--- src/rtl/muldiv_seq.sv ---
// muldiv_seq: sequences multi-cycle HI/LO ops (MADD/MADDU/MSUB/MSUBU via an external product, DIV/DIVU via an external divider)
// Ports: clk/rst (sync, active-high); op_valid_i/op_i/opdata*_i accept an op from EX;
// mul_res_i product; hi_i/lo_i forwarded HI/LO; flush_i annuls the in-flight op;
// div_* handshake with the divider; stallreq_o holds the pipeline; whilo_o/hi_o/lo_o/done_o write HI/LO.
module muldiv_seq (
    input  logic        clk,
    input  logic        rst,
    input  logic        op_valid_i,
    input  logic [2:0]  op_i,
    input  logic [31:0] opdata1_i,
    input  logic [31:0] opdata2_i,
    input  logic [63:0] mul_res_i,
    input  logic [31:0] hi_i,
    input  logic [31:0] lo_i,
    input  logic        flush_i,
    input  logic        div_ready_i,
    input  logic [63:0] div_result_i,
    output logic        div_start_o,
    output logic        div_annul_o,
    output logic        div_signed_o,
    output logic [31:0] div_op1_o,
    output logic [31:0] div_op2_o,
    output logic        stallreq_o,
    output logic        whilo_o,
    output logic [31:0] hi_o,
    output logic [31:0] lo_o,
    output logic        done_o
);
    typedef enum logic [1:0] {IDLE, ACC, DIV_WAIT, DIV_DONE} state_t;
    state_t      r_state, w_next;
    logic [63:0] r_acc, r_res, w_acc_n, w_res_n, w_hilo;
    logic [31:0] r_op1, r_op2;
    logic [2:0]  r_op;
    logic        w_accept, w_is_div, w_is_sub;
    logic        w_start, w_annul, w_signed, w_stall, w_whilo;
    logic [31:0] w_op1, w_op2;
    assign w_accept = r_state == IDLE && op_valid_i && op_i != 3'd0 && op_i != 3'd7 && !flush_i;
    assign w_is_div = op_i == 3'd5 || op_i == 3'd6;
    assign w_is_sub = op_i == 3'd3 || op_i == 3'd4;
    always_ff @(posedge clk) begin
        if (rst) begin
            r_state <= IDLE;
            r_acc   <= '0;
            r_res   <= '0;
            r_op1   <= '0;
            r_op2   <= '0;
            r_op    <= '0;
        end else begin
            r_state <= w_next;
            r_acc   <= w_acc_n;
            r_res   <= w_res_n;
            if (w_accept) begin
                r_op1 <= opdata1_i;
                r_op2 <= opdata2_i;
                r_op  <= op_i;
            end
        end
    end
    always_comb begin
        w_next   = r_state;
        w_acc_n  = r_acc;
        w_res_n  = r_res;
        w_start  = 1'b0;
        w_annul  = 1'b0;
        w_signed = 1'b0;
        w_stall  = 1'b0;
        w_whilo  = 1'b0;
        w_op1    = '0;
        w_op2    = '0;
        w_hilo   = '0;
        case (r_state)
            IDLE: begin
                w_stall = w_accept;
                if (w_accept && !w_is_div) begin
                    w_next  = ACC;
                    w_acc_n = w_is_sub ? ~mul_res_i + 64'd1 : mul_res_i;
                end else if (w_accept) begin
                    w_next  = opdata2_i == '0 ? DIV_DONE : DIV_WAIT;
                    w_res_n = '0;
                end
            end
            ACC: begin
                w_next  = IDLE;
                w_whilo = !flush_i;
                w_hilo  = flush_i ? '0 : r_acc + {hi_i, lo_i};
            end
            DIV_WAIT: begin
                w_stall  = 1'b1;
                w_op1    = r_op1;
                w_op2    = r_op2;
                w_signed = r_op == 3'd5;
                w_annul  = flush_i;
                w_start  = !flush_i;
                // flush wins over a simultaneous div_ready_i
                if (flush_i)
                    w_next = IDLE;
                else if (div_ready_i) begin
                    w_next  = DIV_DONE;
                    w_res_n = div_result_i;
                end
            end
            default: begin
                w_next  = IDLE;
                w_whilo = !flush_i;
                w_hilo  = flush_i ? '0 : r_res;
            end
        endcase
    end
    // outputs are held quiet for the whole reset cycle so an abandoned op never writes or annuls
    always_comb begin
        div_start_o  = !rst && w_start;
        div_annul_o  = !rst && w_annul;
        div_signed_o = !rst && w_signed;
        div_op1_o    = rst ? '0 : w_op1;
        div_op2_o    = rst ? '0 : w_op2;
        stallreq_o   = !rst && w_stall;
        whilo_o      = !rst && w_whilo;
        done_o       = !rst && w_whilo;
        {hi_o, lo_o} = rst ? '0 : w_hilo;
    end
endmodule

--- config.mk ---
export PLATFORM = sky130hd
export DESIGN_NAME = muldiv_seq
export DESIGN_NICKNAME = d
export VERILOG_FILES = /design/src/rtl/muldiv_seq.sv
export SDC_FILE = /design/constraint.sdc
export NUM_CORES = 1
export LEC_CHECK = 0
export BUFFER_PORTS_ARGS = -buffer_cell sky130_fd_sc_hd__buf_4
export CORE_ASPECT_RATIO = 1.25
export CORE_MARGIN = 5
export CORE_UTILIZATION = 57
export DETAILED_ROUTE_END_ITERATION = 10
export GPL_ROUTABILITY_DRIVEN = 1
export PLACE_DENSITY = 0.87
export SLEW_MARGIN = 10
export SYNTH_ARGS = -nofsm -noshare
export SYNTH_HDL_FRONTEND = slang
export SYNTH_SLANG_ARGS = --single-unit
--- constraint.sdc ---
create_clock -name clk -period 4.8 [get_ports clk]
set_clock_uncertainty 0.1 [all_clocks]
set_input_delay 0.24 -clock clk [delete_from_list [all_inputs] [get_ports clk]]
set_output_delay 0.24 -clock clk [all_outputs]
set_load 0.005 [all_outputs]
==> metrics.txt <==
status=complete, no violations; wire length per cell=21.2 um; synth cell count leaders=nand2_1 (302), a21oi_1 (266), nor2_1 (199); number of global-route vias before repair=16400; drt first-iter violations=1314; WHS=0.00386 ns; Worst-Margin Slew=1.29 ns; drc violations=0; antenna violations before repair=9; Placement Setup Slack=0.914 ns; Buf/Inv on CP=3; Final Worst Setup Slack=0.311 ns; Synth Cell Area=13600 um^2; IO Pins=398; final hold vios=0; share of layout cells above drive strength 1=20.0%; overall power=4.48 mW; Post-CTS Setup Bufs=0; Die Span Y=183 um; Seq/Total Area, Yosys=28.9%; vias=16500; Critical Path RT=4.46 ns; core area=23600 um^2; Reg clk slew, reported paths=0.08 ns; crit path launch type=flop; Unique masters post-synth=77; total track usage=39.7%; synthesized area per cell=7.09 um^2; main area contributors after synthesis=dfxtp_1 (29%), a21oi_1 (9.8%), nand2_1 (8.3%); Clock Latency Late Sink=0.44 ns; LEAKAGE=7.77 nW; RSZ-0062 raised after global routing=no; final setup violation count=0; Final Net Count=2677; fraction of registers with async set/reset=0%; hpwl dp=39.1 mm; setup TNS=0 ns; total routed wirelength=56.5 mm; first-pass GRT wire length=86.5 mm; fillers=1723; Synthesis Warnings=0; Yosys top cell area share=28.9%; f_max=223 MHz; Via density=6.22; Seq cells post-synth=197; relative slew slack=13.7%; max cap viols=0; number of detailed-route iterations in the first pass=6; top-count cell post-synth=nand2_1; Slew Limit Fails=0; CTS sink count=197; CP max stage delay=0.48 ns; P&R area growth vs syn=36.1%; ANT nets after route=0; area leader, netlist=dfxtp_1; Mapped Nets=2250; DP Area=16600 um^2; Root Driver=clkbuf_16; WP data arrival=4.15 ns; grt total ovfl=0; die width=148 um; H-Tree Depth=4; slowest library cell on the worst path=a2111oi_0; Post-CTS Resized=0; prevailing post-synth register cell=dfxtp_1; Worst Setup End Kind=primary output; Synth Instances=1921; Setup CP Type=flop to primary output; CP cell instances=ha_1 > inv_1 > fa_1 > nand2b_1 > a21oi_1 > o311ai_1 > a2111oi_0 > nor3_1 > buf_4 > a211oi_1 > nor3_1 > o21ai_0 > xnor2_1 > o21ai_0 > buf_4; die area=27100 um^2; row count=63; TritonCTS clock tree=built; min Tclk post-route=4.49 ns; largest net degree at the start of global routing=115; Port Buf Inserts=397; Final period util=93.5%; PwrDens=242 nW/um^2; CTS Buf Count=17; Design Area, Final=18500 um^2; CP delay by family, top=compound AO/OA/AOI/OAI gates; Starting Density=57.6%; CP max FO=5; HP Class=input pin to flop; EDFF count, synth=0; gpl congestion=1.05; worst vdd ir=0.000253 V; clock buffer depth=2
placed cells by master, fill, tap and decap left out, types with 7 or more instances in the layout:
| cell | count |
|---|---|
| a211oi_1 | 56 |
| o21bai_1 | 16 |
| o31ai_1 | 12 |
| xor2_1 | 49 |
| dlygate4sd3_1 | 135 |
| or4_1 | 7 |
| buf_4 | 411 |
| dfxtp_1 | 196 |
| ha_1 | 64 |
| or2_2 | 7 |
| a21o_1 | 28 |
| a21oi_1 | 266 |
| nor3_1 | 31 |
| or3_1 | 16 |
| xnor2_1 | 60 |
| mux2i_1 | 12 |
| inv_1 | 28 |
| nor2_1 | 199 |
| nor4_1 | 18 |
| o21ai_0 | 79 |
| and3_1 | 11 |
| diode_2 | 7 |
| nand3_1 | 89 |
| and2_1 | 71 |
| a22oi_1 | 7 |
| a31oi_1 | 17 |
| nand2_1 | 302 |
| nand2b_1 | 16 |
| clkbuf_16 | 17 |
| nand4_1 | 20 |
sequential cells by signal, summed over array words and instances (netlist names):
register,cells
r_op2,32
r_state,2
r_op,3
r_acc,64
r_res,64
r_op1,32
report_power, final:
part	total (mW)	switching, mW	internal (mW)	leakage, nW
sequential	1.75	0.0540	1.70	1.60
combinational	1.21	0.679	0.532	5.89
clock	1.52	0.724	0.795	0.285
through the flow:
stage / util, % / cells
final: 78.4 / 2659
after floorplan: - / 1921
after detailed placement: 70.2 / 2486
after global routing: 78.4 / 2657
after CTS: 78.4 / 2652
after global placement: 70.2 / 2486
tightest hold or removal path: cells and delay by family:
| kind | cells | cell delay (ns) |
|---|---|---|
| XOR/XNOR | 1 | 0.11 |
| AO/OA/AOI/OAI | 1 | 0.06 |
| buffers and inverters | 1 | 0.10 |
routing by layer:
layer  up-vias  track usage [%]  share of wire (%)
li1       7604                -                  -
met1      7727             44.5                 36
met2       958             67.5                 47
met3       243             11.5                9.6
met4         8             22.6                6.5
met5         -                0              0.096
what timing repair did:
action	in CTS	in global routing
hold endpoints to repair	135	0
setup endpoints to repair	0	0
hold buffers	135	0
final cells by class:
class / count / area, um^2 / area share, %
multi-input cells: 1556 / 9060 / 48.9
repair buffers: 548 / 4470 / 24.1
flip-flops and latches: 197 / 3950 / 21.3
clock buffers: 20 / 447 / 2.41
well taps: 292 / 365 / 1.97
clock inverters: 11 / 136 / 0.735
inverters: 28 / 105 / 0.567
diodes: 7 / 17.5 / 0.0944
worst paths after layout:
check	slack [ns]	cells after the start	endpoint	start
worst max-delay path	0.31	15	hi_o[10]	r_acc[0]
worst min register to register	0.35	2	r_res[48]	r_res[48]
worst max register to register	1.11	6	r_res[54]	r_state[1]
worst min-delay path	0.004	3	r_acc[7]	mul_res_i[7]
logic make-up (layout without fill, tap and decap cells):
family / count (synthesis) / in the layout / share of synthesized area, %
adders and majority gates: 65 / 65 / 6.02
other: 0 / 7 / 0
xor gates and xnor gates: 109 / 109 / 7.01
and+or+nand+nor: 820 / 820 / 27.9
muxes: 12 / 12 / 0.881
DFF: 197 / 197 / 28.9
AOI/OAI and AO/OA: 550 / 550 / 24.4
buffers and inverters: 168 / 607 / 4.81
Note: power is estimated with default switching activity, not from simulation.
